==> config.mk <==
export PLATFORM = sky130hd
export DESIGN_NAME = idu_pipe
export DESIGN_NICKNAME = d
export VERILOG_FILES = /design/src/rtl/idu_pkg.sv /design/src/rtl/idu_decode_comb.sv /design/src/rtl/idu_pipe.sv
export SDC_FILE = /design/constraint.sdc
export NUM_CORES = 1
export LEC_CHECK = 0
export CAP_MARGIN = 30
export CORE_MARGIN = 3
export CORE_UTILIZATION = 45
export DETAILED_ROUTE_END_ITERATION = 10
export PLACE_DENSITY = 0.79
export SYNTH_ARGS = -nofsm -noshare
export SYNTH_HDL_FRONTEND = slang
export SYNTH_SLANG_ARGS = --single-unit
==> constraint.sdc <==
create_clock -name soc_clk -period 5.7 [get_ports soc_clk]
set_input_delay 1.14 -clock soc_clk [delete_from_list [all_inputs] [get_ports soc_clk]]
set_output_delay 1.14 -clock soc_clk [all_outputs]
set_load 0.01 [all_outputs]
==> src/rtl/idu_pkg.sv <==
// idu_pkg: CU opcodes, RV32 major opcodes and the decoded-instruction record shared by idu_pipe
package idu_pkg;

   localparam logic [5:0] OP_LUI     = 6'd0;
   localparam logic [5:0] OP_AUIPC   = 6'd1;
   localparam logic [5:0] OP_JAL     = 6'd2;
   localparam logic [5:0] OP_JALR    = 6'd3;
   localparam logic [5:0] OP_BEQ     = 6'd4;
   localparam logic [5:0] OP_BNE     = 6'd5;
   localparam logic [5:0] OP_BLT     = 6'd6;
   localparam logic [5:0] OP_BGE     = 6'd7;
   localparam logic [5:0] OP_BLTU    = 6'd8;
   localparam logic [5:0] OP_BGEU    = 6'd9;
   localparam logic [5:0] OP_SB      = 6'd10;
   localparam logic [5:0] OP_SH      = 6'd11;
   localparam logic [5:0] OP_SW      = 6'd12;
   localparam logic [5:0] OP_LB      = 6'd13;
   localparam logic [5:0] OP_LH      = 6'd14;
   localparam logic [5:0] OP_LW      = 6'd15;
   localparam logic [5:0] OP_LBU     = 6'd16;
   localparam logic [5:0] OP_LHU     = 6'd17;
   localparam logic [5:0] OP_ADDI    = 6'd18;
   localparam logic [5:0] OP_SLTI    = 6'd19;
   localparam logic [5:0] OP_SLTIU   = 6'd20;
   localparam logic [5:0] OP_XORI    = 6'd21;
   localparam logic [5:0] OP_ORI     = 6'd22;
   localparam logic [5:0] OP_ANDI    = 6'd23;
   localparam logic [5:0] OP_SLLI    = 6'd24;
   localparam logic [5:0] OP_SRLI    = 6'd25;
   localparam logic [5:0] OP_SRAI    = 6'd26;
   localparam logic [5:0] OP_ADD     = 6'd27;
   localparam logic [5:0] OP_SUB     = 6'd28;
   localparam logic [5:0] OP_SLL     = 6'd29;
   localparam logic [5:0] OP_SLT     = 6'd30;
   localparam logic [5:0] OP_SLTU    = 6'd31;
   localparam logic [5:0] OP_XOR     = 6'd32;
   localparam logic [5:0] OP_SRL     = 6'd33;
   localparam logic [5:0] OP_SRA     = 6'd34;
   localparam logic [5:0] OP_OR      = 6'd35;
   localparam logic [5:0] OP_AND     = 6'd36;
   localparam logic [5:0] OP_FENCE   = 6'd37;
   localparam logic [5:0] OP_FENCEI  = 6'd38;
   localparam logic [5:0] OP_ECALL   = 6'd39;
   localparam logic [5:0] OP_EBREAK  = 6'd40;
   localparam logic [5:0] OP_MUL     = 6'd41;
   localparam logic [5:0] OP_MULH    = 6'd42;
   localparam logic [5:0] OP_MULHSU  = 6'd43;
   localparam logic [5:0] OP_MULHU   = 6'd44;
   localparam logic [5:0] OP_DIV     = 6'd45;
   localparam logic [5:0] OP_DIVU    = 6'd46;
   localparam logic [5:0] OP_REM     = 6'd47;
   localparam logic [5:0] OP_REMU    = 6'd48;
   localparam logic [5:0] OP_INVALID = 6'd63;

   localparam logic [6:0] OPC_LUI    = 7'b0110111;
   localparam logic [6:0] OPC_AUIPC  = 7'b0010111;
   localparam logic [6:0] OPC_JAL    = 7'b1101111;
   localparam logic [6:0] OPC_JALR   = 7'b1100111;
   localparam logic [6:0] OPC_BRANCH = 7'b1100011;
   localparam logic [6:0] OPC_LOAD   = 7'b0000011;
   localparam logic [6:0] OPC_STORE  = 7'b0100011;
   localparam logic [6:0] OPC_OPIMM  = 7'b0010011;
   localparam logic [6:0] OPC_OP     = 7'b0110011;
   localparam logic [6:0] OPC_MISC   = 7'b0001111;
   localparam logic [6:0] OPC_SYSTEM = 7'b1110011;

   typedef struct packed {
      logic [5:0]  op;
      logic [4:0]  rd;
      logic [4:0]  rs1;
      logic [4:0]  rs2;
      logic        rd_en;
      logic        rs1_en;
      logic        rs2_en;
      logic        imm_en;
      logic [31:0] imm;
      logic [4:0]  shamt;
      logic        invalid;
   } idu_dec_t;

endpackage

==> src/rtl/idu_decode_comb.sv <==
// idu_decode_comb: combinational RV32I (+M when IDU_PIPE_RV32M_EN) word to idu_dec_t decoder
module idu_decode_comb
   import idu_pkg::*;
(
   input  logic [31:0] instr,
   output idu_dec_t    dec
);

`ifdef IDU_PIPE_RV32M_EN
   localparam logic HAS_M = 1'b1;
`else
   localparam logic HAS_M = 1'b0;
`endif

   logic [6:0]  opc;
   logic [6:0]  f7;
   logic [2:0]  f3;
   logic [31:0] imm_i, imm_s, imm_b, imm_u, imm_j, imm;
   logic [5:0]  op;
   logic [3:0]  en;
   logic [4:0]  shamt;

   assign opc   = instr[6:0];
   assign f3    = instr[14:12];
   assign f7    = instr[31:25];
   assign imm_i = {{20{instr[31]}}, instr[31:20]};
   assign imm_s = {{20{instr[31]}}, instr[31:25], instr[11:7]};
   assign imm_b = {{19{instr[31]}}, instr[31], instr[7], instr[30:25], instr[11:8], 1'b0};
   assign imm_u = {instr[31:12], 12'b0};
   assign imm_j = {{11{instr[31]}}, instr[31], instr[19:12], instr[20], instr[30:21], 1'b0};

   // classify the word; en = {rd, rs1, rs2, imm} marks which fields the op uses
   always_comb begin
      op    = OP_INVALID;
      en    = 4'b0000;
      imm   = imm_i;
      shamt = 5'd0;
      case (opc)
         OPC_LUI: begin
            op  = OP_LUI;
            en  = 4'b1001;
            imm = imm_u;
         end
         OPC_AUIPC: begin
            op  = OP_AUIPC;
            en  = 4'b1001;
            imm = imm_u;
         end
         OPC_JAL: begin
            op  = OP_JAL;
            en  = 4'b1001;
            imm = imm_j;
         end
         OPC_JALR: begin
            op = f3 == 3'b000 ? OP_JALR : OP_INVALID;
            en = 4'b1101;
         end
         OPC_BRANCH: begin
            en  = 4'b0111;
            imm = imm_b;
            case (f3)
               3'b000:  op = OP_BEQ;
               3'b001:  op = OP_BNE;
               3'b100:  op = OP_BLT;
               3'b101:  op = OP_BGE;
               3'b110:  op = OP_BLTU;
               3'b111:  op = OP_BGEU;
               default: op = OP_INVALID;
            endcase
         end
         OPC_STORE: begin
            en  = 4'b0111;
            imm = imm_s;
            op  = f3 == 3'b000 ? OP_SB : f3 == 3'b001 ? OP_SH : f3 == 3'b010 ? OP_SW : OP_INVALID;
         end
         OPC_LOAD: begin
            en = 4'b1101;
            case (f3)
               3'b000:  op = OP_LB;
               3'b001:  op = OP_LH;
               3'b010:  op = OP_LW;
               3'b100:  op = OP_LBU;
               3'b101:  op = OP_LHU;
               default: op = OP_INVALID;
            endcase
         end
         OPC_OPIMM: begin
            en = 4'b1101;
            case (f3)
               3'b000: op = OP_ADDI;
               3'b010: op = OP_SLTI;
               3'b011: op = OP_SLTIU;
               3'b100: op = OP_XORI;
               3'b110: op = OP_ORI;
               3'b111: op = OP_ANDI;
               3'b001: begin
                  en    = 4'b1100;
                  shamt = instr[24:20];
                  op    = f7 == 7'b0000000 ? OP_SLLI : OP_INVALID;
               end
               default: begin
                  en    = 4'b1100;
                  shamt = instr[24:20];
                  op    = f7 == 7'b0000000 ? OP_SRLI : f7 == 7'b0100000 ? OP_SRAI : OP_INVALID;
               end
            endcase
         end
         OPC_OP: begin
            en = 4'b1110;
            if (HAS_M && f7 == 7'b0000001)
               case (f3)
                  3'b000: op = OP_MUL;
                  3'b001: op = OP_MULH;
                  3'b010: op = OP_MULHSU;
                  3'b011: op = OP_MULHU;
                  3'b100: op = OP_DIV;
                  3'b101: op = OP_DIVU;
                  3'b110: op = OP_REM;
                  3'b111: op = OP_REMU;
               endcase
            else
               case ({f7, f3})
                  10'b0000000_000: op = OP_ADD;
                  10'b0100000_000: op = OP_SUB;
                  10'b0000000_001: op = OP_SLL;
                  10'b0000000_010: op = OP_SLT;
                  10'b0000000_011: op = OP_SLTU;
                  10'b0000000_100: op = OP_XOR;
                  10'b0000000_101: op = OP_SRL;
                  10'b0100000_101: op = OP_SRA;
                  10'b0000000_110: op = OP_OR;
                  10'b0000000_111: op = OP_AND;
                  default:         op = OP_INVALID;
               endcase
         end
         OPC_MISC:
            op = f3 == 3'b000 ? OP_FENCE : f3 == 3'b001 ? OP_FENCEI : OP_INVALID;
         OPC_SYSTEM:
            op = instr == 32'h0000_0073 ? OP_ECALL : instr == 32'h0010_0073 ? OP_EBREAK : OP_INVALID;
         default: op = OP_INVALID;
      endcase
      if (op == OP_INVALID) begin
         en    = 4'b0000;
         shamt = 5'd0;
      end
   end

   assign dec = '{
      op:      op,
      rd:      en[3] ? instr[11:7]  : 5'd0,
      rs1:     en[2] ? instr[19:15] : 5'd0,
      rs2:     en[1] ? instr[24:20] : 5'd0,
      rd_en:   en[3],
      rs1_en:  en[2],
      rs2_en:  en[1],
      imm_en:  en[0],
      imm:     en[0] ? imm : 32'd0,
      shamt:   shamt,
      invalid: op == OP_INVALID
   };

endmodule

==> src/rtl/idu_pipe.sv <==
// idu_pipe: FIFO-buffered, one-per-cycle RV32I decode stage feeding the CU (RV32M via IDU_PIPE_RV32M_EN)
module idu_pipe
   import idu_pkg::*;
#(
   parameter int FIFO_DEPTH = 2,
   parameter int OP_W       = 6,
   parameter int PC_W       = 32
) (
   input  logic            soc_clk,
   input  logic            IDU_reset,
   input  logic            flush,
   input  logic            in_valid,
   output logic            in_ready,
   input  logic [31:0]     in_instr,
   input  logic [PC_W-1:0] in_pc,
   output logic            out_valid,
   input  logic            out_ready,
   output logic [OP_W-1:0] out_op,
   output logic [4:0]      out_rd,
   output logic [4:0]      out_rs1,
   output logic [4:0]      out_rs2,
   output logic            out_rd_en,
   output logic            out_rs1_en,
   output logic            out_rs2_en,
   output logic            out_imm_en,
   output logic [31:0]     out_imm,
   output logic [4:0]      out_shamt,
   output logic [PC_W-1:0] out_pc,
   output logic [31:0]     out_pc_increment,
   output logic            out_invalid
);

   localparam int AW = $clog2(FIFO_DEPTH);

   logic [31:0]     mem_instr [FIFO_DEPTH];
   logic [PC_W-1:0] mem_pc    [FIFO_DEPTH];
   logic [AW-1:0]   wr_ptr, rd_ptr;
   logic [AW:0]     count;
   logic            push, pop;
   idu_dec_t        dec, q;
   logic [PC_W-1:0] q_pc;

   assign in_ready = count != (AW+1)'(FIFO_DEPTH);
   assign push     = in_valid && in_ready;
   assign pop      = count != '0 && (!out_valid || out_ready);

   idu_decode_comb u_dec (
      .instr (mem_instr[rd_ptr]),
      .dec   (dec)
   );

   // FIFO storage; a write during flush lands in a slot the reset pointers disown
   always_ff @(posedge soc_clk) begin
      if (push) begin
         mem_instr[wr_ptr] <= in_instr;
         mem_pc[wr_ptr]    <= in_pc;
      end
   end

   // FIFO pointers and occupancy; flush discards everything including a same-cycle push
   always_ff @(posedge soc_clk) begin
      if (IDU_reset || flush) begin
         wr_ptr <= '0;
         rd_ptr <= '0;
         count  <= '0;
      end else begin
         if (push) wr_ptr <= wr_ptr + 1'b1;
         if (pop) rd_ptr <= rd_ptr + 1'b1;
         count <= count + (AW+1)'(push) - (AW+1)'(pop);
      end
   end

   // decoded-instruction register; holds while the CU stalls, refills on every pop
   always_ff @(posedge soc_clk) begin
      if (IDU_reset) begin
         out_valid <= 1'b0;
         q         <= '0;
         q_pc      <= '0;
      end else if (flush) begin
         out_valid <= 1'b0;
      end else if (pop) begin
         out_valid <= 1'b1;
         q         <= dec;
         q_pc      <= mem_pc[rd_ptr];
      end else if (out_ready) begin
         out_valid <= 1'b0;
      end
   end

   assign out_op           = OP_W'(q.op);
   assign out_rd           = q.rd;
   assign out_rs1          = q.rs1;
   assign out_rs2          = q.rs2;
   assign out_rd_en        = q.rd_en;
   assign out_rs1_en       = q.rs1_en;
   assign out_rs2_en       = q.rs2_en;
   assign out_imm_en       = q.imm_en;
   assign out_imm          = q.imm;
   assign out_shamt        = q.shamt;
   assign out_invalid      = q.invalid;
   assign out_pc           = q_pc;
   assign out_pc_increment = 32'd4;

endmodule
* Yosys cells after proc, flatten, opt, wreduce, memory -nomap -nowiden
Memory sizes are Yosys's and may differ from the RTL's. A register that Yosys moved wholly into a read port is not among the register bits.
Cells that the tools add are included.
** Storage, ports and cells
- Register bits :: 68
- Latch bits :: 0
- RAM bits :: 128
- Memory bits (read-only) :: 0
- Memories :: 2
** Memories
- mem_instr :: depth 2, width 32, read ports 1, clocked after memory_dff 1, write ports 1, line idu_pipe.sv:35 : logic [31:0] mem_instr [FIFO_DEPTH];
- mem_pc :: depth 2, width 32, read ports 1, clocked after memory_dff 1, write ports 1, line idu_pipe.sv:36 : logic [PC_W-1:0] mem_pc [FIFO_DEPTH];
** Cells by class
- Add/sub/neg operators :: 4
- Multiply operators :: 0
- Div/mod/pow operators :: 0
- Magnitude comparators :: 0
- Equal/unequal tests :: 32
- Shift operators :: 0
- Mux-type cells :: 33
- Bitwise operators :: 1
- Reductions and logical operators :: 17
** Operators by type and width (count)
- 31-bit case mux with 4 select lines :: 1
- 6-bit case mux with 11 select lines :: 1
- 6-bit case mux with 10 select lines :: 1
- 6-bit two-way mux :: 9
- 6-bit case mux with 7 select lines :: 1
- 10-bit by 3-bit == test with 1-bit output, second input constant :: 4
- 5-bit two-way mux :: 8
- 6-bit case mux with 6 select lines :: 1
- 32-bit by 21-bit == test with 1-bit output, second input constant :: 1
- 32-bit by 7-bit == test with 1-bit output, second input constant :: 1
- 32-bit two-way mux :: 1
- 6-bit case mux with 5 select lines :: 1
- 7-bit by 6-bit == test with 1-bit output, second input constant :: 4
- 7-bit == test, second input constant :: 4
- 10-bit by 2-bit == test with 1-bit output, second input constant :: 2
- 10-bit by 9-bit == test with 1-bit output, second input constant :: 2
- 4-bit case mux with 5 select lines :: 1
- 7-bit by 5-bit == test with 1-bit output, second input constant :: 2
- 3-bit == test, second input constant :: 4
- 10-bit by 1-bit == test with 1-bit output, second input constant :: 1
- 10-bit logical NOT :: 1
- 2-bit OR reduction :: 4
- 7-bit by 2-bit == test with 1-bit output, second input constant :: 1
- 7-bit by 4-bit == test with 1-bit output, second input constant :: 1
- other kinds (19) :: 30

* Logic depth before layout (Yosys ltp)
Gate-level depths: netlist of run 1.
- Depth in word-level cells :: 8
- Gate-level depth with buffers :: 12
- Gate-level depth less buffers :: 8

* Hierarchy
Synthesis of run 1 repeated with hierarchy kept, for this count alone.
** Second synthesis, totals
- Cells, all modules :: 978
- Area, all modules :: 10970.5 µm²
** Modules (own cells, without submodules)
- idu_pipe :: times used 1, cells an instance 688, area each 9371.5 µm²
- idu_decode_comb :: times used 1, cells an instance 290, area each 1599.0 µm²

* Worst setup path before layout of run 1
OpenSTA, ideal clock, no wires.
- Kind :: input -> register
- From :: input in_valid
- To :: memory mem_instr[0][0] (enable)
- Setup time :: 0.486 ns
- Arrival :: 3.910 ns
- Setup slack :: 1.303 ns
- Cell stages on the path :: 2
- Path buffers :: 0
- Cells stage by stage :: nand2_1 > nor2_1
** Between the ends
- Word-level cells in the longest chain between the ends :: 3
** RTL lines
- start, declared :: line idu_pipe.sv:12 : input logic in_valid,
- 1-bit logical AND :: line idu_pipe.sv:44 : assign push = in_valid && in_ready;
- 1-bit two-way mux :: line idu_pipe.sv:54 : if (push) begin
- 1-bit two-way mux (not written as such) :: line idu_pipe.sv:55 : mem_instr[wr_ptr] <= in_instr;
- end, declared :: line idu_pipe.sv:35
No other way between the ends.

==> impl_metrics.py, run 1 <==
metrics = {
    "outcome": {
        "status": "completed",
    },
    "cts": {
        "insertion_delay_ns": 0.53,
        "cts_setup_buffers": 0,
        "cts-htree-levels": 1,
        "cts-root-buf": "clkbuf_16",
        "cts_hold_buf": 0,
        "clock-sinks": 229,
        "clk_path_buf_depth": 3,
        "cts_resized": 0,
        "cts-buffers-inserted": 24,
        "cts_tree": "yes",
        "path_clk_slew_ns": 0.06,
    },
    "sta": {
        "finClkSkew_ns": 0.0147,
        "slew_headroom": 0.342,
        "worst_pin_slew_ns": 0.987,
        "setup_slack_ns": 1.76,
        "holdWs_ns": 0.453,
        "fin_crit_sh": 0.692,
        "rsz0062_at_grt": "false",
        "maxSlewViolCount": 0,
        "setup_tns_ns": 0,
        "max_freq_mhz": 254,
        "setup_viol": 0,
        "post-route-min-period_ns": 3.94,
        "hold_violations": 0,
    },
    "final_layout": {
        "final_nets": 1081,
        "drive_above_1_share": 0.0807,
        "fin_util": 0.583,
        "area_growth_pct": 26.2,
        "n_fill_cell": 1730,
        "diodes": 0,
    },
    "synth": {
        "synth_top_area_share": 0.393,
        "synth.avg_cell_area_sq_um": 11.3,
        "synth-simple-area-share": 0.138,
        "syn_inst": 862,
        "synth.area.top_cells": "edfxtp_1 39%, dfxtp_1 21%, mux2i_1 5.4%, nand2_1 4.1%, o21ai_0 2.9%",
        "muxShareOfSynthArea": 0.0647,
        "synthArstFlopShare": 0,
        "synth_edf_count": 128,
        "synth_compound_area_frac": 0.138,
        "syn_area_sq_um": 9770,
        "synth.most_common_cell": "edfxtp_1",
        "synth_top_area_cell": "edfxtp_1",
        "ys_top_cells_by_count": "128 x edfxtp_1, 106 x nand2_1, 101 x dfxtp_1",
        "ys_types": 72,
        "ys_seq_area_frac": 0.600,
        "synth_adder_area_share": 0.00256,
        "yosys_warnings": 0,
        "synth_top_family_by_area": "compound AO/OA/AOI/OAI gates",
        "ys_ff_latch": 229,
        "synthFlopType": "edfxtp_1",
        "synth_xor_area_frac": 0.00359,
    },
    "floorplan": {
        "core_sq_um": 21200,
        "die_height_microns": 153,
        "die_x_microns": 153,
        "start_util": 0.462,
        "ios": 198,
        "die_area_sq_um": 23500,
        "rows": 53,
    },
    "critical_path": {
        "worstSetupPathType": "register to register",
        "arrival_ns": 4.33,
        "cp_max_fo": 25,
        "critPathCaptureType": "register",
        "startpoint_type": "register",
        "required_ns": 6.09,
    },
    "placement": {
        "place.port_buffers": 165,
        "gp_congestion": 0.905,
        "pre_cts_ws_ns": 1.87,
        "hpwl_mm": 17.0,
    },
    "min_path": {
        "hp-class": "register to register",
    },
    "detailed_routing": {
        "wire_per_inst_microns": 18.5,
        "ant_nets": 0,
        "remaining_drc_errors": 0,
        "drt-pass1-iter-count": 5,
        "drtIter0Drc": 532,
        "vias": 7291,
        "wl_mm": 24.1,
        "viasPerCell": 5.60,
    },
    "global_routing": {
        "grt_overflow_total": 0,
        "grt_pass1_vias": 6920,
        "grt_pass1_wl_mm": 38.0,
        "grt.total_usage": 0.197,
        "grt_max_degree": 69,
        "antenna_found_initial": 1,
    },
    "job": {
        "maxCapViolations": 0,
    },
    "power": {
        "p_leak_nw": 4.07,
        "finalPower_w": 0.00383,
        "powerDensity_nw_per_um2": 311,
        "ir_drop_uv": 265,
    },
}
[flip-flops by register name, summed over array words and instances, names as in the netlist, 2 cells and up, named ones only]
register / cells
out_imm: 32
out_rs2: 5
out_op: 6
out_pc: 32
out_rs1: 5
count: 2
mem_instr: 64
out_rd: 5
mem_pc: 64
out_shamt: 5
[power by group]
part           total [W]  switching (W)  internal [W]
combinational   0.000479       0.000278      0.000201
sequential       0.00189      0.0000488       0.00184
clock            0.00147       0.000617      0.000851
total            0.00383       0.000944       0.00289
[layout make-up]
cell class / count / area, sq um / area share
inverter: 5 / 18.8 / 0.00152
timing repair buffer: 177 / 1800 / 0.146
clock buffer: 39 / 708 / 0.0574
multi-input combinational: 573 / 3550 / 0.288
sequential: 229 / 5870 / 0.476
tap: 275 / 344 / 0.0279
clock inverter: 5 / 40.0 / 0.00325
[metal layers]
layer  up-vias  wire (microns)  part of all wire  track usage
li1       3463               -                 -            -
met5         -              12           0.00050            0
met2       344           11000              0.46        0.314
met4         2             643             0.027       0.0542
met3        42            2460              0.10       0.0620
met1      3440           10000              0.42        0.263
[per-stage QoR]
step | cell area [sq um] | std cells
floorplan | 9880 | 892
global placement | 11500 | 1254
detailed placement | 11600 | 1258
CTS | 12300 | 1302
global route | 12300 | 1303
finish | 12300 | 1303
[cell families (layout without fill, tap and decap cells)]
family	after synthesis	in the layout
muxes	62	62
buffers and inverters	90	226
AOI/OAI and AO/OA	188	188
adders and majority gates	2	2
DFF	229	229
and+or+nand+nor	285	285
other	2	32
xor gates and xnor gates	4	4
[worst paths after layout]
kind	cells past startpoint	endpoint	slack, ns	startpoint
worst max-delay path	7	out_imm[9]$_SDFFE_PP0P_	1.76	register
worst min-delay path	2	out_rs2[1]$_SDFFE_PP0P_	0.45	out_rs2[1]$_SDFFE_PP0P_
worst max register to register	7	out_imm[9]$_SDFFE_PP0P_	1.76	register
worst min register to register	2	out_rs2[1]$_SDFFE_PP0P_	0.45	out_rs2[1]$_SDFFE_PP0P_
[critical path: stages (launching register included)]
cell      delay (ns)
dfxtp_2         0.59
mux2i_1         0.58
a211oi_1        0.12
o22ai_1         0.77
nand2_1         0.21
or3_1           0.81
nand2_1         0.55
o41ai_2         0.14
[layout by cell type, fill, tap and decap left out, drive strengths merged, types with 6 or more instances in the layout]
master and n:
inv 6, buf 13, o2111ai 9, conb 32, o22ai 9, clkdlybuf4s50 164, nor4 7, mux2 9
edfxtp 128, o41ai 6, nand2b 14, clkbuf 39, o31ai 8, dfxtp 101, a21oi 14, nor3 17
o21ai 58, nand3 20, a211oi 36, and3 6, nand4 14, mux2i 53, nor2 74, nand2 106
Power figures use the tool's default switching activity.
==> run 2, diff against run 1 <==
==> constraint.sdc (replaced) <==
create_clock -name soc_clk -period 3.8 [get_ports soc_clk]
set_input_delay 0.76 -clock soc_clk [delete_from_list [all_inputs] [get_ports soc_clk]]
set_output_delay 0.76 -clock soc_clk [all_outputs]
set_load 0.01 [all_outputs]
==> impl_metrics.py, run 2 (synthesis results as in run 1) <==
metrics = {
    "placement": {
        "hpwl_mm": 17.3,
        "place.port_buffers": 165,
        "gp_congestion": 0.939,
        "dpl.cell_count": 1264,
    },
    "critical_path": {
        "startpoint_type": "register",
        "critPathCaptureType": "register",
        "worstSetupPathType": "register to register",
        "cp_max_fo": 57,
        "arrival_ns": 3.77,
        "required_ns": 4.21,
    },
    "sta": {
        "hold_violations": 0,
        "post-route-min-period_ns": 3.36,
        "slew_headroom": 0.367,
        "setup_viol": 0,
        "setup_tns_ns": 0,
        "fin_crit_sh": 0.885,
        "rsz0062_at_grt": "false",
        "holdWs_ns": 0.449,
        "maxSlewViolCount": 0,
        "max_freq_mhz": 297,
        "finClkSkew_ns": 0.0142,
        "worst_pin_slew_ns": 0.939,
    },
    "detailed_routing": {
        "wl_mm": 24.5,
        "drtIter0Drc": 504,
        "ant_nets": 0,
        "drt-pass1-iter-count": 6,
        "wire_per_inst_microns": 18.7,
        "remaining_drc_errors": 0,
        "vias": 7256,
        "viasPerCell": 5.54,
    },
    "final_layout": {
        "final_cell_mix": "164 x clkdlybuf4s50_1, 128 x edfxtp_1, 106 x nand2_1",
        "top_regs": "mem_instr x64, mem_pc x64",
        "final_nets": 1087,
        "area_growth_pct": 26.7,
        "fin_util": 0.585,
        "final_cells": 1309,
        "diodes": 0,
        "drive_above_1_share": 0.0851,
        "final_common_cell": "clkdlybuf4s50_1",
    },
    "global_routing": {
        "grt_overflow_total": 0,
        "grt_pass1_wl_mm": 38.1,
        "antenna_found_initial": 1,
        "grt_max_degree": 58,
        "grt.total_usage": 0.198,
        "grt_pass1_vias": 7017,
    },
    "power": {
        "powerDensity_nw_per_um2": 469,
        "p_leak_nw": 4.10,
        "finalPower_w": 0.00581,
        "ir_drop_uv": 386,
    },
    "cts": {
        "clock-sinks": 229,
        "path_clk_slew_ns": 0.06,
        "cts_tree": "yes",
        "cts-root-buf": "clkbuf_16",
        "cts_setup_buffers": 0,
        "cts-buffers-inserted": 25,
        "clk_path_buf_depth": 3,
        "cts-htree-levels": 1,
        "cts_resized": 0,
        "cts_hold_buf": 0,
        "insertion_delay_ns": 0.51,
    },
    "floorplan": {
        "ios": 198,
        "die_x_microns": 153,
        "start_util": 0.462,
        "die_height_microns": 153,
        "core_sq_um": 21200,
        "die_area_sq_um": 23500,
        "rows": 53,
    },
    "min_path": {
        "hp-class": "register to register",
    },
    "outcome": {
        "status": "completed",
    },
    "job": {
        "maxCapViolations": 0,
    },
}
## run 2: changes by cell type in the layout (fill, tap and decap cells not counted), sizes merged
cell,before,now
buf,13,18
clkbuf,39,40
clkinv,4,3
bufinv,0,1
## run 2: layout make-up
class	instances	area (sq um)
inverters	5	18.8
flip-flops and latches	229	5870
fillers	1741	8770
clock inverters	5	53.8
clock buffers	40	714
well taps	275	344
multi-input cells	573	3550
repair buffers	182	1820
## run 2: worst paths after layout
kind | startpoint | end | slack, ns | cells past startpoint
max reg2reg | register | out_imm[6]$_SDFFE_PP0P_ | 0.44 | 9
max | register | out_imm[6]$_SDFFE_PP0P_ | 0.44 | 9
min reg2reg | out_shamt[2]$_SDFFE_PP0P_ | out_shamt[2]$_SDFFE_PP0P_ | 0.45 | 2
min | out_shamt[2]$_SDFFE_PP0P_ | out_shamt[2]$_SDFFE_PP0P_ | 0.45 | 2
## run 2: metal layers
| metal | vias up | GRT usage | part of all wire |
|---|---|---|---|
| met2 | 313 | 0.326 | 0.47 |
| met1 | 3426 | 0.261 | 0.42 |
| li1 | 3477 | - | - |
| met4 | 2 | 0.0513 | 0.022 |
| met5 | - | 0 | 0.00053 |
| met3 | 38 | 0.0541 | 0.091 |
## run 2: worst max-delay path, stage by stage (launching register included)
cell       delay [ns]
dfxtp_4          0.64
buf_4            0.38
mux2i_1          0.40
o211ai_1         0.16
nor4_1           0.49
a31oi_1          0.18
a211oi_2         0.32
a2bb2oi_4        0.10
buf_12           0.20
o41ai_2          0.36
## run 2: power by group
| part | leakage [nW] | switching (W) | internal (W) |
|---|---|---|---|
| sequential | 2.02 | 0.0000795 | 0.00276 |
| clock | 0.380 | 0.000908 | 0.00135 |
| combinational | 1.70 | 0.000412 | 0.000305 |
## run 2: through the flow
stage,area (sq um),setup slack (ns)
6_report,12400,0.437
3_3_place_gp,11600,0.449
4_1_cts,12400,0.181
5_1_grt,12400,0.181
2_1_floorplan,9880,0.854
3_5_place_dp,11600,0.222
==> run 3, diff against run 2 <==
--- a/config.mk
+++ b/config.mk
@@ -6,7 +6,7 @@
 export NUM_CORES = 1
 export LEC_CHECK = 0
 export CAP_MARGIN = 30
-export CORE_MARGIN = 3
+export CORE_MARGIN = 5
 export CORE_UTILIZATION = 45
 export DETAILED_ROUTE_END_ITERATION = 10
 export PLACE_DENSITY = 0.79
==> impl_metrics.py, run 3 (synthesis results as in run 1) <==
metrics = {
    "detailed_routing": {
        "wire_per_inst_microns": 18.6,
        "ant_nets": 0,
        "viasPerCell": 5.52,
        "drt-pass1-iter-count": 5,
        "remaining_drc_errors": 0,
        "vias": 7260,
        "drtIter0Drc": 448,
        "wl_mm": 24.4,
    },
    "cts": {
        "cts-root-buf": "clkbuf_16",
        "cts-htree-levels": 1,
        "path_clk_slew_ns": 0.06,
        "cts_tree": "yes",
        "insertion_delay_ns": 0.52,
        "cts-buffers-inserted": 24,
        "cts_hold_buf": 0,
        "cts_setup_buffers": 0,
        "clock-sinks": 229,
        "clk_path_buf_depth": 3,
        "cts_resized": 0,
    },
    "final_layout": {
        "drive_above_1_share": 0.0850,
        "area_growth_pct": 27.0,
        "diodes": 0,
        "final_common_cell": "clkdlybuf4s50_1",
        "final_cell_mix": "164 x clkdlybuf4s50_1, 128 x edfxtp_1, 106 x nand2_1",
        "final_nets": 1088,
        "top_regs": "mem_instr x64, mem_pc x64",
    },
    "sta": {
        "post-route-min-period_ns": 3.31,
        "finClkSkew_ns": 0.0152,
        "fin_crit_sh": 0.872,
        "worst_pin_slew_ns": 0.877,
        "setup_slack_ns": 0.488,
        "rsz0062_at_grt": "false",
        "maxSlewViolCount": 0,
        "setup_tns_ns": 0,
        "hold_violations": 0,
        "setup_viol": 0,
        "max_freq_mhz": 302,
        "slew_headroom": 0.409,
    },
    "global_routing": {
        "antenna_found_initial": 1,
        "grt.total_usage": 0.188,
        "grt_overflow_total": 0,
        "grt_pass1_wl_mm": 37.2,
        "grt_max_degree": 58,
        "grt_pass1_vias": 6947,
    },
    "power": {
        "powerDensity_nw_per_um2": 474,
        "ir_drop_uv": 423,
        "finalPower_w": 0.00588,
        "p_leak_nw": 4.11,
    },
    "critical_path": {
        "startpoint_type": "register",
        "crit_buf_inv": 1,
        "worstSetupPathType": "register to register",
        "required_ns": 4.22,
        "cp_cell_sequence": "mux2_2, a21oi_1, a2bb2oi_1, and3_1, or4_4, a2bb2oi_4, buf_12, o41ai_2",
        "cp_max_fo": 57,
        "critPathCaptureType": "register",
        "critPathSlowestCell": "dfxtp_2",
        "arrival_ns": 3.73,
        "slowest_delay_ns": 0.78,
        "crit_family": "compound AO/OA/AOI/OAI gates",
    },
    "floorplan": {
        "rows": 54,
        "core_sq_um": 21600,
        "die_height_microns": 157,
        "ios": 198,
        "die_area_sq_um": 24800,
        "die_x_microns": 157,
        "start_util": 0.452,
    },
    "outcome": {
        "status": "completed",
    },
    "placement": {
        "place.port_buffers": 165,
        "hpwl_mm": 17.6,
        "pre_cts_ws_ns": 0.528,
        "gp_congestion": 0.927,
    },
    "job": {
        "maxCapViolations": 0,
    },
    "min_path": {
        "hp-class": "register to register",
    },
}
-- run 3: area by class of cell --
type	instances	area, sq um
repair buffers	184	1830
fillers	1797	9210
inverters	5	18.8
multi-input cells	573	3550
well taps	280	350
clock buffers	39	712
clock inverters	5	77.6
flip-flops and latches	229	5870
-- run 3: worst min-delay path, cell delays in order (launching register included) --
cell and delay (ns):
dfxtp_1 0.32, nand2_1 0.04, o21ai_0 0.06
-- run 3: path summary, 6_finish.rpt --
| check | startpoint | slack (ns) | cells after the start | endpoint |
|---|---|---|---|---|
| max | register | 0.49 | 8 | out_imm[9]$_SDFFE_PP0P_ |
| min | out_imm[18]$_SDFFE_PP0P_ | 0.46 | 2 | out_imm[18]$_SDFFE_PP0P_ |
| max reg2reg | register | 0.49 | 8 | out_imm[9]$_SDFFE_PP0P_ |
| min reg2reg | out_imm[18]$_SDFFE_PP0P_ | 0.46 | 2 | out_imm[18]$_SDFFE_PP0P_ |
-- run 3: layer usage --
layer,up-vias,part of all wire,track usage
li1,3472,-,-
met1,3397,0.41,0.241
met2,336,0.46,0.309
met3,53,0.11,0.0608
met4,2,0.027,0.0520
met5,-,0.00061,0
-- run 3: report_power, final --
| group | internal [W] | total (W) | leakage (nW) | switching, W |
|---|---|---|---|---|
| combinational | 0.000303 | 0.000721 | 1.70 | 0.000419 |
| sequential | 0.00276 | 0.00283 | 2.02 | 0.0000765 |
| clock | 0.00141 | 0.00233 | 0.384 | 0.000912 |
| total | 0.00447 | 0.00588 | 4.11 | 0.00141 |
-- run 3: stage by stage --
step	util	hold WS, ns	cell area (sq um)	instances
CTS	0.574	0.458	12400	1315
finish	0.574	0.456	12400	1315
global route	0.574	0.477	12400	1315
global placement	0.536	0.437	11600	1270
floorplan	-	0.482	9880	892
detailed placement	0.537	0.444	11600	1271
